**src/rtl/mux_scan_ctrl_if.sv**
```systemverilog
// Scan-path bundle between the mux sequencer and its environment.
// The sequencer drives the selects and result; the environment drives start, mask and the mux output.
interface mux_scan_ctrl_if;
  logic       start;
  logic [7:0] mask;
  logic       y_in;
  logic       s0;
  logic       s1;
  logic       s2;
  logic [7:0] sample;
  logic       valid;
  logic       busy;

  modport master (
    output start, mask, y_in,
    input  s0, s1, s2, sample, valid, busy
  );

  modport slave (
    input  start, mask, y_in,
    output s0, s1, s2, sample, valid, busy
  );
endinterface

```
**src/rtl/mux_scan_ctrl.sv**
```systemverilog
// Sequencer for an 8:1 mux: walks the enabled channels in ascending order, samples y_in
// after a settle time on each, and publishes the 8 captured bits with a one-cycle valid.
module mux_scan_ctrl #(
  parameter int DWELL = 2
) (
  input logic          clk,
  input logic          rst,
  mux_scan_ctrl_if.slave bus
);

  typedef enum logic [1:0] {
    ST_IDLE  = 2'd0,
    ST_DWELL = 2'd1,
    ST_NEXT  = 2'd2,
    ST_DONE  = 2'd3
  } state_t;

  localparam logic [3:0] CNT_LAST = 4'(DWELL - 1);

  state_t     r_state, w_state_nxt;
  logic [2:0] r_sel, w_sel_nxt;
  logic [3:0] r_cnt, w_cnt_nxt;
  logic [7:0] r_mask_q, w_mask_nxt;
  logic [7:0] r_shadow, w_shadow_nxt;
  logic [7:0] r_sample, w_sample_nxt;
  logic       r_valid, w_valid_nxt;
  logic       r_busy, w_busy_nxt;
  logic [3:0] w_first;
  logic [3:0] w_after;

  // Lowest enabled channel at or above lo; bit 3 flags that one exists.
  function automatic logic [3:0] next_chan(input logic [7:0] m, input logic [3:0] lo);
    logic [3:0] res;
    res = 4'b0000;
    for (int k = 7; k >= 0; k--) begin
      if (k >= int'(lo) && m[k]) res = {1'b1, 3'(k)};
    end
    return res;
  endfunction

  assign w_first = next_chan(bus.mask, 4'd0);
  assign w_after = next_chan(r_mask_q, {1'b0, r_sel} + 4'd1);

  always_comb begin
    w_state_nxt  = r_state;
    w_sel_nxt    = r_sel;
    w_cnt_nxt    = r_cnt;
    w_mask_nxt   = r_mask_q;
    w_shadow_nxt = r_shadow;
    w_sample_nxt = r_sample;
    w_valid_nxt  = 1'b0;
    w_busy_nxt   = r_busy;
    unique case (r_state)
      ST_IDLE: begin
        if (bus.start) begin
          w_mask_nxt   = bus.mask;
          w_shadow_nxt = 8'h00;
          w_busy_nxt   = 1'b1;
          if (w_first[3]) begin
            w_sel_nxt   = w_first[2:0];
            w_cnt_nxt   = 4'd0;
            w_state_nxt = ST_DWELL;
          end else begin
            w_state_nxt = ST_DONE;
          end
        end
      end
      ST_DWELL: begin
        w_cnt_nxt = r_cnt + 4'd1;
        // Capture on the last settle cycle so y_in has had DWELL cycles to follow the select.
        if (r_cnt == CNT_LAST) begin
          w_shadow_nxt[r_sel] = bus.y_in;
          w_state_nxt         = ST_NEXT;
        end
      end
      ST_NEXT: begin
        if (w_after[3]) begin
          w_sel_nxt   = w_after[2:0];
          w_cnt_nxt   = 4'd0;
          w_state_nxt = ST_DWELL;
        end else begin
          w_state_nxt = ST_DONE;
        end
      end
      ST_DONE: begin
        w_sample_nxt = r_shadow;
        w_valid_nxt  = 1'b1;
        w_busy_nxt   = 1'b0;
        w_state_nxt  = ST_IDLE;
      end
      default: w_state_nxt = ST_IDLE;
    endcase
  end

  always_ff @(posedge clk) begin
    if (rst) begin
      r_state  <= ST_IDLE;
      r_sel    <= 3'd0;
      r_cnt    <= 4'd0;
      r_mask_q <= 8'h00;
      r_shadow <= 8'h00;
      r_sample <= 8'h00;
      r_valid  <= 1'b0;
      r_busy   <= 1'b0;
    end else begin
      r_state  <= w_state_nxt;
      r_sel    <= w_sel_nxt;
      r_cnt    <= w_cnt_nxt;
      r_mask_q <= w_mask_nxt;
      r_shadow <= w_shadow_nxt;
      r_sample <= w_sample_nxt;
      r_valid  <= w_valid_nxt;
      r_busy   <= w_busy_nxt;
    end
  end

  assign bus.s0     = r_sel[2];
  assign bus.s1     = r_sel[1];
  assign bus.s2     = r_sel[0];
  assign bus.sample = r_sample;
  assign bus.valid  = r_valid;
  assign bus.busy   = r_busy;

endmodule

```
**src/flat_wrapper.sv**
```systemverilog
// flat-port wrapper written by rule: the top's interface ports become plain ports
module mux_scan_ctrl_flat 
#(
  parameter int DWELL = 2
)
  (clk, rst, bus_start, bus_mask, bus_y_in, bus_s0, bus_s1, bus_s2, bus_sample, bus_valid, bus_busy);
  mux_scan_ctrl_if bus_i ();
  input logic clk;
  input logic rst;
  input wire logic [$bits(bus_i.start)-1:0] bus_start;
  input wire logic [$bits(bus_i.mask)-1:0] bus_mask;
  input wire logic [$bits(bus_i.y_in)-1:0] bus_y_in;
  output wire logic [$bits(bus_i.s0)-1:0] bus_s0;
  output wire logic [$bits(bus_i.s1)-1:0] bus_s1;
  output wire logic [$bits(bus_i.s2)-1:0] bus_s2;
  output wire logic [$bits(bus_i.sample)-1:0] bus_sample;
  output wire logic [$bits(bus_i.valid)-1:0] bus_valid;
  output wire logic [$bits(bus_i.busy)-1:0] bus_busy;
  assign bus_i.start = bus_start;
  assign bus_i.mask = bus_mask;
  assign bus_i.y_in = bus_y_in;
  assign bus_s0 = bus_i.s0;
  assign bus_s1 = bus_i.s1;
  assign bus_s2 = bus_i.s2;
  assign bus_sample = bus_i.sample;
  assign bus_valid = bus_i.valid;
  assign bus_busy = bus_i.busy;
  mux_scan_ctrl #(.DWELL(DWELL)) u_core (.clk(clk), .rst(rst), .bus(bus_i));
endmodule
```
**config.mk**
```make
export PLATFORM = sky130hd
export DESIGN_NAME = mux_scan_ctrl_flat
export DESIGN_NICKNAME = d
export VERILOG_FILES = /design/src/rtl/mux_scan_ctrl_if.sv /design/src/rtl/mux_scan_ctrl.sv /design/src/flat_wrapper.sv
export SDC_FILE = /design/constraint.sdc
export NUM_CORES = 1
export LEC_CHECK = 0
export BUFFER_PORTS_ARGS = -buffer_cell sky130_fd_sc_hd__buf_2
export CORE_UTILIZATION = 40
export DETAILED_ROUTE_END_ITERATION = 6
export GPL_TIMING_DRIVEN = 1
export PLACE_DENSITY_LB_ADDON = 0.2
export SYNTH_ARGS = -nofsm -noshare
export SYNTH_HDL_FRONTEND = slang
export SYNTH_SLANG_ARGS = --single-unit
```
**constraint.sdc**
```tcl
create_clock -name clk -period 2.9 [get_ports clk]
set_input_delay 0.435 -clock clk [delete_from_list [all_inputs] [get_ports clk]]
set_output_delay 0.435 -clock clk [all_outputs]
set_load 0.1 [all_outputs]
```
# After elaboration in Yosys (flattened, before gate mapping)
# Index checks and enable logic that the tools add are counted.
dict set report classes {
  reduce_logical 20
  eq_ne 8
  order_cmp 10
  n_mux 38
  addsub 2
}
# op count
set ops {}
lappend ops {{$mux 4} 19}
lappend ops {{$ge 3x4->1 const A} 4}
lappend ops {{$mux 8} 2}
lappend ops {{$pmux 8 s2} 1}
lappend ops {{$pmux 4 s3} 1}
lappend ops {{$logic_and 1x1->1} 9}
lappend ops {{$mux 3} 3}
lappend ops {{$bwmux 8} 1}
lappend ops {{$ge 1x4->1 const A} 2}
lappend ops {{$ge 2x4->1 const A} 2}
lappend ops {{$mux 2} 4}
lappend ops {{$pmux 2 s4} 1}
lappend ops {{$reduce_and 4->1} 2}
lappend ops {{$ne 2x1->1 const B} 3}
lappend ops {{$pmux 3 s2} 1}
lappend ops {{$reduce_and 2->1} 3}
lappend ops {{$reduce_bool 2->1} 3}
lappend ops {{$add 3x1->4 const B} 1}
lappend ops {{$add 4x1->4 const B} 1}
lappend ops {{$eq 2x2->1 const B} 2}
lappend ops {{$eq 4x1->1 const B} 1}
lappend ops {{$lt 3x4->1 const B} 1}
lappend ops {{$demux 1 s3} 1}
lappend ops {{$ge 3x1->1 const B} 1}
lappend ops {{other kinds (7)} 9}
dict set report word_totals {
  input_bits 12
  word_cells 86
  register_bits 35
  out_inout_bits 13
}

# Depth between registers and ports, before layout
dict set report logic_depth {
  word_depth 13
  ltp_mapped 9
  depth_no_buf 8
}

# Worst setup path after synthesis
# No wires, ideal clock.
dict set report synth_timing {
  path_type {flip-flop to flip-flop}
  startpoint {reg u_core.r_sel[1]}
  endpoint {reg u_core.r_cnt[0]}
  stages_incl_launch_ff 10
  arrival_ns 2.749
  n_path_buf 1
  period_less_slack_ns 2.835
  required_ns 2.814
  setup_slack_ns 0.065
  setup_time_ns 0.086
  path_cell_list {dfxtp_1 -> clkbuf_1 -> inv_1 -> ha_1 -> nand2b_1 -> o311a_1 -> nand3b_1 -> o21ai_0 -> nor2_1 -> a211oi_1}
}
dict set report synth_between {
  elab_chain_cells 13
  word_cells_on_any_way 27
  cone_classes {add/sub: 1; order compare: 8; eq/ne: 1; mux: 8; reduce/logical: 9}
}
# element line
set synth_rtl {}
lappend synth_rtl {{from (decl)} mux_scan_ctrl.sv:21} ;# logic [2:0] r_sel, w_sel_nxt;
lappend synth_rtl {{from (signal assigned)} mux_scan_ctrl.sv:107} ;# r_sel <= w_sel_nxt;
lappend synth_rtl {{$add 3x1->4 *} mux_scan_ctrl.sv:42} ;# assign w_after = next_chan(r_mask_q, {1'b0, r_sel} + 4'd1);
lappend synth_rtl {{$ge 3x4->1} mux_scan_ctrl.sv:36} ;# if (k >= int'(lo) && m[k]) res = {1'b1, 3'(k)};
lappend synth_rtl {{$logic_and 1x1->1} mux_scan_ctrl.sv:36}
lappend synth_rtl {{$mux 4 (7 in a row)} mux_scan_ctrl.sv:36}
lappend synth_rtl {{$mux 4 *} mux_scan_ctrl.sv:36}
lappend synth_rtl {{$ne 2x1->1 (no line) *} n/a}
lappend synth_rtl {{$reduce_and 4->1 (no line) *} n/a}
lappend synth_rtl {{to (signal assigned)} mux_scan_ctrl.sv:108} ;# r_cnt <= w_cnt_nxt;
lappend synth_rtl {{to (decl)} mux_scan_ctrl.sv:22} ;# logic [3:0] r_cnt, w_cnt_nxt;
# Mark *: on every way between the ends. The rest lies on a longest branch, timed or not.
# A chain may end at the register's enable or synchronous reset.

# Worst setup path after layout
dict set report layout_timing {
  startpoint {reg u_core.r_sel[1]}
  endpoint {reg u_core.r_cnt[1]}
}
# Same word-level chain as after synthesis.

==> run metrics <==
IR Drop Worst-Case VDD 236 uV; EDFF count, synth 0; sequential share of the synthesized area about two fifths; Worst R2R Path Depth 8; worst-case clock skew 4.62 ps; number of post-CTS setup repair buffers 0; leakage dissipation between 0.7 and 0.8 nW; Crit Reg-Reg Endpoint u_core.r_cnt[1]$_SDFFE_PP0P_; Synth Warn # 0; portion of total power attributed to combinational logic 17.8%; outcome finished clean; Net Count, Synth roughly 250; simple-gate share of the synthesized area approximately a quarter; final-layout setup total negative slack 0 ps; Crit path required time roughly 3100 ps; Post-Place Worst Slack around 620 ps; async set-reset flop share out of synthesis 0%; maximum fanout along the worst path 12; global-route wire length before repair 6690 um; weighted congestion at the end of routability-driven global placement between 0.8 and 0.9; sequential share of power about half; final worst setup slack ~570 ps; layout cells sized above 1 15.7%; category of the critical setup timing path flop to flop; setup repair after global routing missed its margin false; critical path arrival 2520 ps; top library cells by usage in the layout, fill and taps aside sky130_fd_sc_hd__nand2_1, sky130_fd_sc_hd__a21oi_1, sky130_fd_sc_hd__dfxtp_1; post-synthesis share of cell area spent on full adders, half adders and majority gates slightly below 5%; Setup crit end kind flop; area inside the core boundary 4140 um2; Least-Margin Pin Slew about 660 ps; post-layout util 48.6%; latest clock arrival within the worst-skew pair between 200 and 300 ps; number of rows in the core area 23; most frequently used flop master after synthesis sky130_fd_sc_hd__dfxtp_1; proportion of power drawn by the clock network ~32%; half-perimeter wire length after placement 3000 um; P&R area growth vs syn 12.5%; CP Launch Type flop; ANT cells 0; max-slew violations 0; overall die height ~69 um; main combinational cell family by area after synthesis compound AO/OA/AOI/OAI gates; worst setup slack for register-to-register paths 570 ps; mean cell area of the mapped netlist approximately 7.7 um2; CTS tree done; mean number of vias per cell 5.43; area of the die 4740 um2; grt total ovfl 0; number of clock buffers inserted by TritonCTS 5; antenna violations before repair 0; Period Utilization, post-route about four fifths; total wire length 4110 um; post-layout min period approximately 2300 ps; TritonRoute pass-1 iters 4; final number of hold-violating endpoints 0; Avg WL per Cell 13.5 um; Clock Tree Buf Depth 2; Hold WC Path Type input port to flop; post-CTS clock slew at the launch and capture registers of the worst setup and hold paths roughly 70 ps; vias in the first global route 1441; P_int 0.000718 W; post-CTS resize count 0; total number of vias about 1.7k; Initial Utilization 43.2%; H-tree lvl count 2; first-iteration detailed-routing DRC count a little under 80; normalized max-slew margin between 50% and 60%; # hold bufs at CTS 0; power per cell area approximately 520 nW/um2; unique cell type count in the Yosys netlist 43; remaining antenna violation count 0; count of clock tree sinks 35; parity-gate share of the synthesized area counting xor and xnor cells between 1 and 1.5%; switching share of power a little under a third; startpoint of the worst-slack reg-to-reg timing path u_core.r_sel[1]$_SDFFE_PP0P_; layout net count approximately 270; number of synthesized register bits 35; most common cell after layout, fill and taps aside sky130_fd_sc_hd__nand2_1; Netlist Area Pre-Place around 1800 um2; number of instances in the synthesized netlist approximately 230; count of max-cap constraint violations 0; cell depth of the worst hold path 3; fraction of the mapped netlist area in compound gates 25.2%; hold-critical path endpoint u_core.r_mask_q[3]$_SDFFE_PP0P_; Root Driver sky130_fd_sc_hd__clkbuf_8; Setup-failing EPs final 0; Layout Cell Area excl Fill roughly 2000 um2; number of design rule violations left after detail routing 0; reported net switching power about 0.00033 W; Die Wd between 60 and 70 um; overall routing resource usage between 10% and 20%; Highest Clock Rate roughly 430 MHz; cell area after placement between 1500 and 2000 um2; maximum number of pins on one net before global-route repair 37; number of buffers added on ports 24; Boundary Pins 25; Hold Startpoint bus_mask[3]; multiplexer fraction of the synthesized cell area less than 1%; Total Power 0.00104 W
-- worst max-delay path, stage by stage, from the launching register on --
cell and delay (ps):
sky130_fd_sc_hd__dfxtp_1 540, sky130_fd_sc_hd__inv_1 140, sky130_fd_sc_hd__ha_1 190, sky130_fd_sc_hd__nand2b_1 170
sky130_fd_sc_hd__o311a_1 350, sky130_fd_sc_hd__nand3b_1 230, sky130_fd_sc_hd__o21ai_0 280, sky130_fd_sc_hd__nor2_1 110
sky130_fd_sc_hd__o31ai_1 220
-- cell usage after synthesis, drive strengths merged (2+ instances only) --
cell / instances / area (um2)
o211ai: 6 / 45.0
a211oi: 4 / 30.0
and3: 2 / 13.8
nor2: 18 / 67.6
inv: 9 / 33.8
o31a: 2 / 17.5
or3: 2 / 12.5
nor4: 2 / 12.5
or2: 3 / 18.8
ha: 7 / 87.6
clkbuf: 8 / 30.0
nand4: 3 / 18.8
o21ai: 11 / 55.1
a21oi: 37 / 185
nor2b: 3 / 18.8
nor3: 5 / 25.0
a21o: 2 / 15.0
nand3: 4 / 20.0
xor2: 2 / 17.5
dfxtp: 35 / 701
a22oi: 2 / 15.0
and2: 2 / 12.5
nand2: 44 / 165
buf: 3 / 27.5
-- power groups by stage --
stage                     sequential, W  clock [W]  combinational (W)
final                          0.000520   0.000339           0.000186
after global routing           0.000523   0.000371           0.000207
after CTS                      0.000519   0.000348           0.000186
after detailed placement       0.000530          0           0.000186
after global placement         0.000530          0           0.000185
after floorplan                0.000555          0           0.000117
-- layout make-up --
type                    instances  area (um2)
repair buffers                 26         135
clock buffers                   5        68.8
well taps                      50        62.6
clock inverters                 3        15.0
flip-flops and latches         35         701
inverters                       9        33.8
multi-input cells             177         997
fillers                       440        2130
-- metrics by stage --
stage	hold slack, ps	instances
after global routing	415	305
after global placement	440	297
after floorplan	428	232
after detailed placement	443	297
final	412	305
after CTS	404	305
-- cells by family (layout without fill, tap and decap cells) --
family                   Yosys count  in the layout
AND/OR/NAND/NOR                   92             92
AO/OA/AOI/OAI                     74             74
flip-flops                        35             35
buffers and inverters             20             43
adder cells (fa/ha/maj)            7              7
XOR/XNOR                           3              3
multiplexers                       1              1
-- worst max-delay path by stage --
stage / startpoint / end / slack, ps / cells past startpoint
after global placement: u_core.r_sel[1]$_SDFFE_PP0P_ / u_core.r_cnt[1]$_SDFFE_PP0P_ / 690 / 8
after floorplan: u_core.r_sel[1]$_SDFFE_PP0P_ / u_core.r_cnt[0]$_SDFFE_PP0P_ / 70 / 9
final: u_core.r_sel[1]$_SDFFE_PP0P_ / u_core.r_cnt[1]$_SDFFE_PP0P_ / 570 / 8
after CTS: u_core.r_sel[1]$_SDFFE_PP0P_ / u_core.r_cnt[0]$_SDFFE_PP0P_ / 590 / 8
after detailed placement: u_core.r_sel[0]$_SDFFE_PP0P_ / u_core.r_sel[0]$_SDFFE_PP0P_ / 620 / 8
after global routing: u_core.r_sel[0]$_SDFFE_PP0P_ / u_core.r_sel[0]$_SDFFE_PP0P_ / 320 / 8
-- routing by layer --
layer	wire, um	share of wire, %	vias up	GRT usage (%)
met5	0	0	-	0
met4	46	1.1	0	6.89
met3	143	3.5	5	3.95
met2	1850	45	28	30.9
met1	2080	50	762	25.9
li1	-	-	860	-
-- sequential cells by signal (all words and copies together), names as in the netlist --
signal             cells
u_core.r_sel           3
u_core.r_shadow        8
u_core.bus.valid       1
u_core.bus.sample      8
u_core.r_mask_q        8
u_core.bus.busy        1
u_core.r_cnt           4
u_core.r_state         2
(Power assumes the default switching activity.)
